`src/rtl/count01_pkg.sv`:
```
// Shared types and defaults for the count01 round-robin scheduler.
package count01_pkg;

    localparam int NCH_DEF = 4;
    localparam int CW_DEF  = 8;

    typedef struct packed {
        logic v;
        logic p;
    } hist_t;

    typedef logic [$clog2(NCH_DEF)-1:0] ch_t;

endpackage

```
`src/rtl/rr_arbiter.sv`:
```
// Round-robin arbiter: one-hot grant searched from the channel after the last winner.
module rr_arbiter
    import count01_pkg::*;
#(
    parameter int NCH = NCH_DEF
) (
    input  logic           clk,
    input  logic           rst,
    input  logic [NCH-1:0] req,
    output logic [NCH-1:0] gnt
);

    localparam int CHW = $clog2(NCH);

    logic [CHW-1:0] last;
    logic [CHW-1:0] cand;
    logic [CHW-1:0] gidx;
    logic           found;

    // Walk last+1 .. last+NCH and keep the first requester; gnt never sees x.
    always_comb begin
        gnt   = '0;
        found = 1'b0;
        cand  = '0;
        for (int k = 1; k <= NCH; k++) begin
            cand = CHW'((int'(last) + k) % NCH);
            if (!found && req[cand]) begin
                gnt[cand] = 1'b1;
                found     = 1'b1;
            end
        end
        if (rst) begin
            gnt = '0;
        end
    end

    always_comb begin
        gidx = '0;
        for (int i = 0; i < NCH; i++) begin
            if (gnt[i]) begin
                gidx = CHW'(i);
            end
        end
    end

    // Reset parks the pointer on the top channel so channel 0 is searched first.
    always_ff @(posedge clk) begin
        if (rst) begin
            last <= CHW'(NCH - 1);
        end else if (|gnt) begin
            last <= gidx;
        end
    end

endmodule

```
`src/rtl/count01_sched.sv`:
```
// Shares one "01" detector among NCH serial streams, saving {v,p} per stream
// and keeping a wrapping hit counter per channel.
module count01_sched
    import count01_pkg::*;
#(
    parameter int NCH = NCH_DEF,
    parameter int CW  = CW_DEF
) (
    input  logic                   clk,
    input  logic                   rst,
    input  logic [NCH-1:0]         req,
    input  logic [NCH-1:0]         x,
    input  logic [NCH-1:0]         clr,
    output logic [NCH-1:0]         gnt,
    output logic                   z,
    output logic [$clog2(NCH)-1:0] z_ch,
    input  logic [$clog2(NCH)-1:0] rd_sel,
    output logic [CW-1:0]          rd_cnt
);

    localparam int CHW = $clog2(NCH);

    // Handshake: a requester holds req[i] and x[i] until it sees gnt[i]; the
    // bit is transferred at the rising edge where gnt[i] is 1.

    hist_t          hist [NCH];
    logic [CW-1:0]  cnt  [NCH];
    logic [CHW-1:0] gidx;
    logic           hit;

    rr_arbiter #(.NCH(NCH)) u_arb (
        .clk (clk),
        .rst (rst),
        .req (req),
        .gnt (gnt)
    );

    always_comb begin
        gidx = '0;
        for (int i = 0; i < NCH; i++) begin
            if (gnt[i]) begin
                gidx = CHW'(i);
            end
        end
    end

    // A clear on the granted channel suppresses the hit for that cycle.
    assign hit = (|gnt) && !clr[gidx] && hist[gidx].v && !hist[gidx].p && x[gidx];

    always_ff @(posedge clk) begin
        if (rst) begin
            z    <= 1'b0;
            z_ch <= '0;
            for (int i = 0; i < NCH; i++) begin
                hist[i] <= '0;
                cnt[i]  <= '0;
            end
        end else begin
            z <= hit;
            if (hit) begin
                z_ch <= gidx;
            end
            for (int i = 0; i < NCH; i++) begin
                if (clr[i]) begin
                    hist[i] <= '0;
                    cnt[i]  <= '0;
                end else if (gnt[i]) begin
                    hist[i].v <= 1'b1;
                    hist[i].p <= x[i];
                    if (hit) begin
                        cnt[i] <= cnt[i] + CW'(1);
                    end
                end
            end
        end
    end

    assign rd_cnt = cnt[rd_sel];

endmodule

```
`config.mk`:
```
export PLATFORM = sky130hd
export DESIGN_NAME = count01_sched
export DESIGN_NICKNAME = d
export VERILOG_FILES = /design/src/rtl/count01_pkg.sv /design/src/rtl/rr_arbiter.sv /design/src/rtl/count01_sched.sv
export SDC_FILE = /design/constraint.sdc
export NUM_CORES = 1
export LEC_CHECK = 0
export CAP_MARGIN = 25
export CORE_AREA = 8 8 95 97
export DETAILED_ROUTE_END_ITERATION = 16
export DIE_AREA = 0 0 103 105
export GPL_ROUTABILITY_DRIVEN = 0
export PLACE_DENSITY = 0.65
export REMOVE_ABC_BUFFERS = 1
export SETUP_SLACK_MARGIN = 0.15
export SLEW_MARGIN = 20
export SYNTH_ARGS = -nofsm -noshare
export SYNTH_HDL_FRONTEND = slang
export SYNTH_SLANG_ARGS = --single-unit
export TNS_END_PERCENT = 50
```
`constraint.sdc`:
```
create_clock -name clk -period 8.5 [get_ports clk]
set_input_delay 1.7 -clock clk [delete_from_list [all_inputs] [get_ports clk]]
set_output_delay 1.7 -clock clk [all_outputs]
set_load 0.03 [all_outputs]
```
Word level (Yosys, flattened, before mapping)

Memory sizes are Yosys's and may differ from the RTL's.
Cells that the tools add are included.

Logic and storage cells: 160
RAM bits: 40
Input bits: 16
Memories kept: 2
Bits in registers: 5

Reduce and logical (&&, ||, !) cells: 17
Bitwise logic cells: 23
Mux-type cells: 98
Magnitude comparators: 9
Add/subtract/negate cells: 8

Memory list:

| name | words | bits a word | rd ports | clocked after memory_dff | write ports | line                | RTL |
|---|---|---|---|---|---|---|---|
| cnt  | 4     | 8           | 5        | 0                        | 4           | count01_sched.sv:27 | `logic [CW-1:0] cnt [NCH];` |
| hist | 4     | 2           | 1        | 0                        | 4           | count01_sched.sv:26 | `hist_t hist [NCH];` |

Operator list:

| kind                                                              | number |
|---|---|
| two-way mux 1 bit                                                 | 69 |
| two-way mux 8 bit                                                 | 8 |
| adder 8 x 1 -> 8 bit, second input constant                       | 4 |
| two-way mux 4 bit                                                 | 5 |
| OR 1 bit                                                          | 20 |
| < comparator 2 x 3 -> 1 bit, second input constant                | 5 |
| binary-select mux 1 bit (select 2 bit)                            | 6 |
| two-way mux 2 bit                                                 | 6 |
| OR 4 bit                                                          | 3 |
| logical AND 1 bit                                                 | 11 |
| demux 1 bit (select 2 bit)                                        | 4 |
| greater-or-equal comparator 2 x 1 -> 1 bit, second input constant | 4 |
| zero test 1 bit                                                   | 5 |
| adder 2 x 1 -> 2 bit, second input constant                       | 2 |
| adder 2 bit, second input constant                                | 2 |
| OR reduction 4 bit                                                | 1 |

Longest topological paths before layout

Gate-level depths: netlist of run 1.

Depth in word-level cells: 30
Depth in mapped cells: 13
Depth with buffers taken out: 10

Cells and area by module

A second synthesis of run 1 with hierarchy kept.

Cell total of the unflattened synthesis: 252
Area, all modules: 2849.0 µm²

By module, submodules not included:

| module        | area each (µm²) | cells each | times used |
|---|---|---|---|
| count01_sched | 2361.0          | 203        | 1 |
| rr_arbiter    | 488.0           | 49         | 1 |

Worst setup path before layout of run 1

No wires, ideal clock.

Path type: input-to-output
From: in req[0]
To: out gnt[3]
Arrival time: 3.280 ns
Setup slack: 3.520 ns
Data required time: 6.800 ns
Stages: 5
Cells stage by stage: mux4_2 -> nor3b_1 -> a2111oi_2 -> or2_2 -> nor2_1

Word-level cells in the longest chain between the ends: 13

RTL lines:

| element                                 | line                | RTL |
|---|---|---|
| start, declared                         | count01_sched.sv:11 | `input logic [NCH-1:0] req,` |
| binary-select mux 1 bit (select 2 bit)  | rr_arbiter.sv:27    | `if (!found && req[cand]) begin` |
| two-way mux 1 bit (implied by the code) | rr_arbiter.sv:27    |  |
| two-way mux 1 bit                       | rr_arbiter.sv:27    |  |
| zero test 1 bit                         | rr_arbiter.sv:27    |  |
| logical AND 1 bit                       | rr_arbiter.sv:27    |  |
| two-way mux 1 bit                       | rr_arbiter.sv:27    |  |
| zero test 1 bit                         | rr_arbiter.sv:27    |  |
| logical AND 1 bit                       | rr_arbiter.sv:27    |  |
| two-way mux 1 bit                       | rr_arbiter.sv:27    |  |
| zero test 1 bit                         | rr_arbiter.sv:27    |  |
| logical AND 1 bit                       | rr_arbiter.sv:27    |  |
| two-way mux 4 bit (*)                   | rr_arbiter.sv:27    |  |
| two-way mux 4 bit (*)                   | rr_arbiter.sv:32    | `if (rst) begin` |
| end, declared                           | count01_sched.sv:14 | `output logic [NCH-1:0] gnt,` |

Mark *: on every way between the ends. The rest lies on a longest branch, timed or not. The select of a mux whose other input is x is not followed.

Worst setup path after layout of run 1

Ends and elaborated chain as after synthesis.

==> impl_metrics.csv, run 1 <==
group,metric,value,unit
status,status,"completed",
logic_synthesis,synth_area,2900,um2
drt,drc,0,
power,power_density,226,nW/um2
sta,tightestPinTransition,0.935,ns
critical_path,worst_setup_path_end_kind,"output port",
logic_synthesis,synth_area_per_cell,11.2,um2
clock_network,cts_buffers,5,
global_routing,antenna_found_initial,0,
cells_and_area,postLayoutCellArea,3380,um2
clock_network,cts_resized,0,
drt,drtIter0Drc,114,
cells_and_area,fillers,746,
sta,rsz0062_at_grt,"no",
drt,ant_nets,0,
clock_network,cts.clk_slew.worst_paths,0.09,ns
power,finalPower,0.763,mW
die,core,7530,um2
sta,min_period,5.93,ns
global_routing,grt.busiest_layer,"met2",
critical_path,path_class,"primary input to output port",
cells_and_area,instances_no_fill,388,
cells_and_area,fin_nets,313,
clock_network,clkLatencyLatePin,0.30,ns
die,die_area,10800,um2
cells_and_area,diodes,0,
cells_and_area,layout_commonest_cell,"edfxtp_1",
drt,routedWlPerCell,15.4,um
logic_synthesis,ys_seq_area_share,44.8,%
logic_synthesis,synth-edff-count,40,
critical_path,cpLargestDelayFamily,"buffers and inverters",
sta,fmax,169,MHz
global_routing,grt_use_met1,15.2,%
sta,setup_tns,0,ns
sta,min_period_over_period,69.8,%
critical_path,critical_path_arrival,4.23,ns
critical_path,path_cells,"clkdlybuf4s50_1 -> mux4_2 -> nor3b_1 -> a2111oi_2 -> or2_2 -> nor2_1 -> clkdlybuf4s50_1",
logic_synthesis,synth.distinct_cells,40,
logic_synthesis,synth_cells,258,
logic_synthesis,ys_warn_count,0,
cells_and_area,final_cell_mix,"edfxtp_1, clkdlybuf4s50_1, nor2_1",
global_routing,grt_max_degree,28,
die,io_pins,31,
sta,finalHoldViolCount,0,
critical_path,slowest_delay,0.69,ns
cells_and_area,drive_gt1_share,13.3,%
cells_and_area,area_delta_synth_final,16.4,%
drt,routed_wl,5960,um
global_routing,grt_pass1_vias,1994,
global_routing,grt_pass1_wl,10100,um
clock_network,cts_buffer_depth,2,
placement,place_inst,380,
sta,setup_viol,0,
power,ir_worst_vdd,0.143,mV
logic_synthesis,ys_ff_latch,45,
sta,drv_slew,0,
global_routing,grt_overflow_total,0,
logic_synthesis,async_flop_share,0,%
die,die_h,105,um
critical_path,crit_top_cell,"clkdlybuf4s50_1",
drt,via_count,1971,
clock_network,hold_buffers,0,
clock_network,htree_levels,2,
drt,dr.pass1.iters,4,
clock_network,root_buffer,"clkbuf_8",
critical_path,required,6.80,ns
clock_network,cts_tree,"yes",
power,power.leakage,1.24,nW
critical_path,path_buf_inv,2,
job,cap_violations,0,
placement,pre_cts_ws,2.59,ns
sta,fin_ws,2.57,ns
placement,io_buffer_count,30,
drt,routed_via_density,5.08,
die,die_w,103,um
logic_synthesis,synth_ff_type,"edfxtp_1",
sta,finClkSkew,0.0112,ns
critical_path,critPathLaunchType,"primary input",
die,initial_core_util,38.5,%
global_routing,grtUsageTotal,11.7,%
placement,hpwl,4550,um
clock_network,post-cts-setup-buffer-count,0,
min_path,hold_class,"flop to flop",
sta,slew_headroom,37.4,%
placement,placed_area,3260,um2
clock_network,cts.sinks,45,
critical_path,crit_slowest_cell,"clkdlybuf4s50_1",
critical_path,critPathMaxFanout,8,
global_routing,grtUsageMet3,2.65,%
global_routing,met2_usage,18.8,%
die,row_count,32,
==> area by class of cell <==
type / count / area (um2) / share of cell area, %
well taps: 102 / 128 / 3.78
clock buffers: 5 / 68.8 / 2.04
clock inverters: 3 / 43.8 / 1.30
multi-input cells: 192 / 1490 / 44.1
flip-flops and latches: 45 / 1300 / 38.5
repair buffers: 31 / 308 / 9.11
inverters: 10 / 37.5 / 1.11
==> routing by layer <==
metal | routed length (um) | part of all wire (%) | up-vias
li1 | - | - | 994
met1 | 2890 | 49 | 927
met2 | 2750 | 46 | 43
met3 | 252 | 4.2 | 7
met4 | 63 | 1.1 | 0
met5 | 0 | 0 | -
==> cell usage after synthesis, types with 6 or more instances <==
cell       n  share of area, %
a21oi_1    8               1.4
and3_1    10               2.2
clkbuf_1   6              0.78
edfxtp_1  40                41
ha_1      12               5.2
inv_1     10               1.3
mux4_2    12               9.3
nand2_1   19               2.5
nand3_1   19               3.3
nor2_1    29               3.8
nor3_1     9               1.6
nor3_2     8               2.8
xnor2_1    9               2.7
xor2_1    15               4.5
==> report_power, final <==
group	internal (mW)	total [mW]	switching [mW]
Combinational	0.114	0.292	0.177
Clock	0.0882	0.165	0.0767
Sequential	0.276	0.307	0.0311
Total	0.479	0.763	0.285
==> kinds of logic after synthesis <==
group | Yosys count | share of synthesized area (%)
XOR/XNOR | 24 | 7.24
flip-flops | 45 | 44.8
buffers and inverters | 21 | 3.79
AND/OR/NAND/NOR | 115 | 21.7
multiplexers | 14 | 10.0
adder cells (fa/ha/maj) | 12 | 5.17
AO/OA/AOI/OAI | 27 | 7.20
==> path summary, 6_finish.rpt <==
check,from,end,slack (ns),cells after the start
worst max-delay path,req[0],gnt[3],2.57,7
worst min-delay path,z_ch[0],z_ch[0],0.51,1
worst max register to register,u_arb.last[0],cnt[1][7],4.33,10
worst min register to register,z_ch[0],z_ch[0],0.51,1
==> through the flow <==
step,util [%],hold slack (ns)
2_1_floorplan,-,0.573
3_5_place_dp,43.4,0.494
5_1_grt,44.9,0.521
3_3_place_gp,43.4,0.489
6_report,44.9,0.510
4_1_cts,44.9,0.515
==> sequential cells by signal, summed over array words and instances, names as in the netlist <==
register    flops
z_ch            2
u_arb.last      2
hist            8
cnt            32
z               1
Note: power is estimated with default switching activity, not from simulation.
==> run 2, diff against run 1 <==
- clock period: 8.5 -> 5.55 ns (I/O delays scaled with it)
==> run 2 against run 1 <==
Net effect:
- clock power increased by 55%
- total power is 54% higher
- first-iteration DRC count increased by 7.0%
- die area did not move
- setup slack worse by 1.8 ns
- largest cell class unchanged
- register-to-register slack got worse by 2.7 ns
- flip-flop and latch count is the same
- global-route usage barely moved
- sequential share of layout area is 0.13 points lower
- core utilization rose by 0.15 points
- non-clock buffer count increased by 1
==> impl_metrics.csv, run 2 (same netlist as run 1, synthesis figures left out) <==
group,metric,value,unit
clock_network,hold_buffers,0,
drt,drc,0,
min_path,hold_class,"flop to flop",
cells_and_area,fin_nets,314,
drt,routed_via_density,5.13,
cells_and_area,regMostFlops,"cnt",
critical_path,setup.worst_path.start,"req[0]",
global_routing,antenna_found_initial,0,
global_routing,grt_overflow_total,0,
clock_network,cts_buffer_depth,2,
critical_path,crit_slowest_cell,"clkdlybuf4s50_1",
clock_network,post-cts-setup-buffer-count,0,
sta,rsz0062_at_grt,"no",
sta,slew_headroom,39.2,%
die,row_count,32,
die,die_w,103,um
cells_and_area,layout_commonest_cell,"edfxtp_1",
critical_path,critPathMaxFanout,8,
critical_path,reg2reg_depth,9,
critical_path,rrSetupSlack,1.60,ns
cells_and_area,diodes,0,
sta,min_period,4.76,ns
critical_path,crit_end,"gnt[3]",
die,die_area,10800,um2
power,ir_worst_vdd,0.182,mV
drt,drtIter0Drc,122,
critical_path,slowest_delay,0.69,ns
job,cap_violations,0,
global_routing,grt.busiest_layer,"met2",
critical_path,cpLargestDelayFamily,"buffers and inverters",
critical_path,worst_setup_path_end_kind,"output port",
clock_network,cts_tree,"yes",
global_routing,grt_pass1_wl,10100,um
min_path,hold_path_startpoint,"z_ch[0]",
global_routing,met2_usage,17.9,%
clock_network,cts.clk_slew.worst_paths,0.08,ns
placement,hpwl,4510,um
critical_path,r2r-end,"cnt[0][7]",
sta,min_period_over_period,85.7,%
critical_path,path_cells,"clkdlybuf4s50_1 -> mux4_2 -> nor3b_1 -> a2111oi_2 -> or2_2 -> nor2_1 -> clkdlybuf4s50_1",
critical_path,rr_startpoint,"u_arb.last[0]",
global_routing,grt_pass1_vias,1981,
die,die_h,105,um
cells_and_area,area_delta_synth_final,16.8,%
critical_path,required,4.44,ns
status,status,"completed",
cells_and_area,drive_gt1_share,13.2,%
sta,finClkSkew,0.00642,ns
die,io_pins,31,
global_routing,grtUsageTotal,11.7,%
clock_network,cts_buffers,5,
drt,dr.pass1.iters,4,
global_routing,grt_max_degree,27,
global_routing,grtUsageMet3,2.32,%
power,power_density,346,nW/um2
die,initial_core_util,38.5,%
global_routing,grt_use_met1,16.3,%
sta,drv_slew,0,
drt,ant_nets,0,
sta,fmax,210,MHz
critical_path,crit_cells,7,
drt,via_count,1997,
clock_network,cts_resized,0,
critical_path,crit_top_cell,"clkdlybuf4s50_1",
cells_and_area,reg.largest.list,"cnt x32, hist x8",
power,power.leakage,1.24,nW
sta,holdWs,0.512,ns
critical_path,critical_path_arrival,3.65,ns
cells_and_area,final_cell_mix,"edfxtp_1, clkdlybuf4s50_1, nor2_1",
placement,io_buffer_count,30,
sta,setup_tns,0,ns
sta,setup_viol,0,
clock_network,cts.sinks,45,
critical_path,path_buf_inv,2,
clock_network,htree_levels,2,
critical_path,critPathLaunchType,"primary input",
drt,routedWlPerCell,15.5,um
critical_path,path_class,"primary input to output port",
sta,tightestPinTransition,0.907,ns
cells_and_area,largest_reg_flops,32,
sta,finalHoldViolCount,0,
clock_network,clkLatencyLatePin,0.29,ns
drt,routed_wl,6020,um
clock_network,root_buffer,"clkbuf_8",
die,core,7530,um2
-- run 2: per-layer routing --
metal  routed length (um)  share of wire [%]
met4                   39               0.65
met5                    0                  0
met1                 2940                 49
met3                  230                3.8
met2                 2800                 47
-- run 2: worst min path at each step --
| stage | endpoint | slack, ns | depth (start not counted) |
|---|---|---|---|
| 2_1_floorplan | cnt[3][7] | 0.57 | 2 |
| 3_3_place_gp | z_ch[0] | 0.49 | 1 |
| 3_5_place_dp | z_ch[0] | 0.49 | 1 |
| 4_1_cts | z_ch[0] | 0.52 | 1 |
| 5_1_grt | z_ch[0] | 0.56 | 1 |
| 6_report | z_ch[0] | 0.51 | 1 |
-- run 2: layout make-up --
type	count	area, um2
sequential	45	1300
timing repair buffer	32	315
fill	742	4140
clock inverter	1	30.0
inverter	10	37.5
multi-input combinational	192	1490
clock buffer	7	86.3
tap	102	128
-- run 2: worst reg2reg max path: stages, from the launching register on --
cell and delay [ns]:
dfxtp_1 0.65, inv_1 0.20, ha_1 0.36, mux4_2 0.39, nand3b_1 0.21, a221oi_2 0.29
o21a_1 0.39, nor4b_4 0.40, a211oi_4 0.08, o21ai_1 0.62
-- run 2: power by group --
part           switching, mW  total [mW]  internal [mW]
clock network          0.108       0.255          0.147
registers             0.0483       0.471          0.423
logic                  0.272       0.448          0.176
total                  0.428        1.17          0.745
-- run 2: per-stage QoR --
step | cells | setup slack, ns | utilization (%) | cell area (um2) | power [mW]
6_report | 389 | 0.795 | 45.0 | 3390 | 1.17
5_1_grt | 389 | 0.686 | 45.0 | 3390 | 1.25
4_1_cts | 389 | 0.785 | 45.0 | 3390 | 1.18
3_5_place_dp | 381 | 0.799 | 43.5 | 3270 | 0.927
3_3_place_gp | 381 | 0.826 | 43.5 | 3270 | 0.923
2_1_floorplan | 247 | 1.67 | - | 2830 | 0.790
==> run 3, diff against run 2 <==
- PLACE_DENSITY: 0.65 -> not set
- PLACE_DENSITY_LB_ADDON: not set -> 0.08
==> run 3 against run 2 <==
Net effect:
- die area stayed put
- sequential share of layout area increased by 0.21 points
- flip-flop and latch count stayed put
- largest cell class unchanged
- clock power is 22% lower
- critical path type unchanged
- critical path depth is the same
- largest power group is now combinational cells
- first-iteration DRC count fell by 46%
- setup slack worse by 0.019 ns
==> impl_metrics.csv, run 3 (same netlist as run 1, synthesis figures left out) <==
group,metric,value,unit
status,status,"completed",
clock_network,hold_buffers,0,
clock_network,clkLatencyLatePin,0.30,ns
min_path,min_to,"z_ch[0]",
die,core,7530,um2
global_routing,grt_pass1_vias,2013,
cells_and_area,diodes,0,
critical_path,rr_startpoint,"u_arb.last[1]",
drt,dr.pass1.iters,5,
job,cap_violations,0,
min_path,hold_class,"flop to flop",
die,io_pins,31,
clock_network,cts.clk_slew.worst_paths,0.08,ns
drt,drc,0,
cells_and_area,final_cell_mix,"edfxtp_1, clkdlybuf4s50_1, nor2_1",
power,power_frac_seq,40.6,%
critical_path,rrSetupSlack,1.67,ns
drt,drtIter0Drc,66,
sta,rsz0062_at_grt,"no",
die,die_area,10800,um2
power,power.leakage,1.24,nW
global_routing,grt_use_met1,17.0,%
sta,min_period_over_period,86.0,%
sta,finalHoldViolCount,0,
critical_path,critPathMaxFanout,8,
power,power.switching,0.439,mW
cells_and_area,area_delta_synth_final,16.1,%
drt,via_count,2029,
critical_path,reg2reg_depth,9,
global_routing,grtUsageTotal,12.2,%
cells_and_area,drive_gt1_share,13.8,%
cells_and_area,fin_nets,316,
die,initial_core_util,38.5,%
global_routing,grt_pass1_wl,10400,um
cells_and_area,regMostFlops,"cnt",
global_routing,met2_usage,18.8,%
cells_and_area,largest_reg_flops,32,
clock_network,post-cts-setup-buffer-count,0,
critical_path,critical_path_arrival,3.66,ns
sta,setup_viol,0,
min_path,hold_path_startpoint,"z_ch[0]",
sta,fmax,209,MHz
power,p_clk_share,17.6,%
clock_network,root_buffer,"clkbuf_8",
placement,io_buffer_count,30,
clock_network,cts_buffers,5,
power,comb_power_share,41.8,%
min_path,hold_path_depth,1,
global_routing,grt.busiest_layer,"met2",
cells_and_area,instances_no_fill,391,
power,p_sw_share,38.6,%
critical_path,path_class,"primary input to output port",
sta,finClkSkew,0.00570,ns
placement,place_inst,383,
critical_path,r2r-end,"cnt[0][0]",
power,finalPower,1.14,mW
drt,routed_wl,6320,um
power,ir_worst_vdd,0.238,mV
global_routing,antenna_found_initial,0,
sta,tightestPinTransition,0.936,ns
drt,routedWlPerCell,16.2,um
critical_path,worst_setup_path_end_kind,"output port",
die,die_w,103,um
global_routing,grtUsageMet3,2.19,%
die,die_h,105,um
sta,min_period,4.77,ns
clock_network,cts_buffer_depth,2,
power,power_density,337,nW/um2
clock_network,cts_tree,"yes",
sta,setup_tns,0,ns
die,row_count,32,
clock_network,htree_levels,2,
power,p_int,0.697,mW
drt,routed_via_density,5.19,
global_routing,grt_max_degree,27,
cells_and_area,layout_commonest_cell,"edfxtp_1",
clock_network,cts_resized,0,
drt,ant_nets,0,
clock_network,cts.sinks,45,
sta,drv_slew,0,
global_routing,grt_overflow_total,0,
critical_path,critPathLaunchType,"primary input",
critical_path,required,4.44,ns
sta,slew_headroom,37.3,%
cells_and_area,reg.largest.list,"cnt x32, hist x8",
placement,hpwl,4820,um
## run 3: cell types whose count changed in the layout (fill, tap and decap cells not counted)
cell       previous run  this run
clkinv_2              0         2
buf_4                 2         4
clkbuf_8              6         5
bufinv_16             1         0
## run 3: worst max path at each step
stage            from        end  cells after the start
3_5_place_dp   req[0]     gnt[3]                      7
3_3_place_gp   req[0]     gnt[3]                      7
5_1_grt        req[0]     gnt[3]                      7
6_report       req[0]     gnt[3]                      7
4_1_cts        req[0]     gnt[3]                      7
2_1_floorplan  req[0]  cnt[0][0]                      7
## run 3: worst max-delay path, stage by stage
cell and delay, ns:
clkdlybuf4s50_1 0.47, mux4_2 0.58, nor3b_1 0.28, a2111oi_2 0.09
or2_2 0.35, nor2_1 0.10, clkdlybuf4s50_1 0.68
## run 3: layout make-up
| class | count | area (um2) |
|---|---|---|
| fillers | 736 | 4160 |
| multi-input cells | 192 | 1490 |
| flip-flops and latches | 45 | 1300 |
| repair buffers | 34 | 330 |
| well taps | 102 | 128 |
| clock buffers | 6 | 72.6 |
| inverters | 10 | 37.5 |
| clock inverters | 2 | 10.0 |
## run 3: metrics by stage
stage,hold WS [ns],worst slack (ns),instance area (um2),util [%]
finish,0.525,0.776,3370,44.8
global route,0.547,0.621,3370,44.8
CTS,0.521,0.768,3370,44.8
detailed placement,0.496,0.792,3290,43.7
global placement,0.493,0.828,3290,43.7
floorplan,0.573,1.67,2830,-
## run 3: power by group through the flow
stage / sequential (mW) / combinational, mW / clock (mW)
3_3_place_gp: 0.469 / 0.480 / 0
2_1_floorplan: 0.466 / 0.324 / 0
3_5_place_dp: 0.469 / 0.477 / 0
6_report: 0.461 / 0.475 / 0.200
5_1_grt: 0.469 / 0.523 / 0.216
4_1_cts: 0.461 / 0.480 / 0.207
## run 3: layer usage
layer / share of wire [%] / vias up / wire length [um]
met3: 3.8 / 4 / 242
met5: 0 / - / 0
met4: 0.85 / 0 / 54
li1: - / 1009 / -
met2: 46 / 47 / 2890
met1: 50 / 969 / 3130
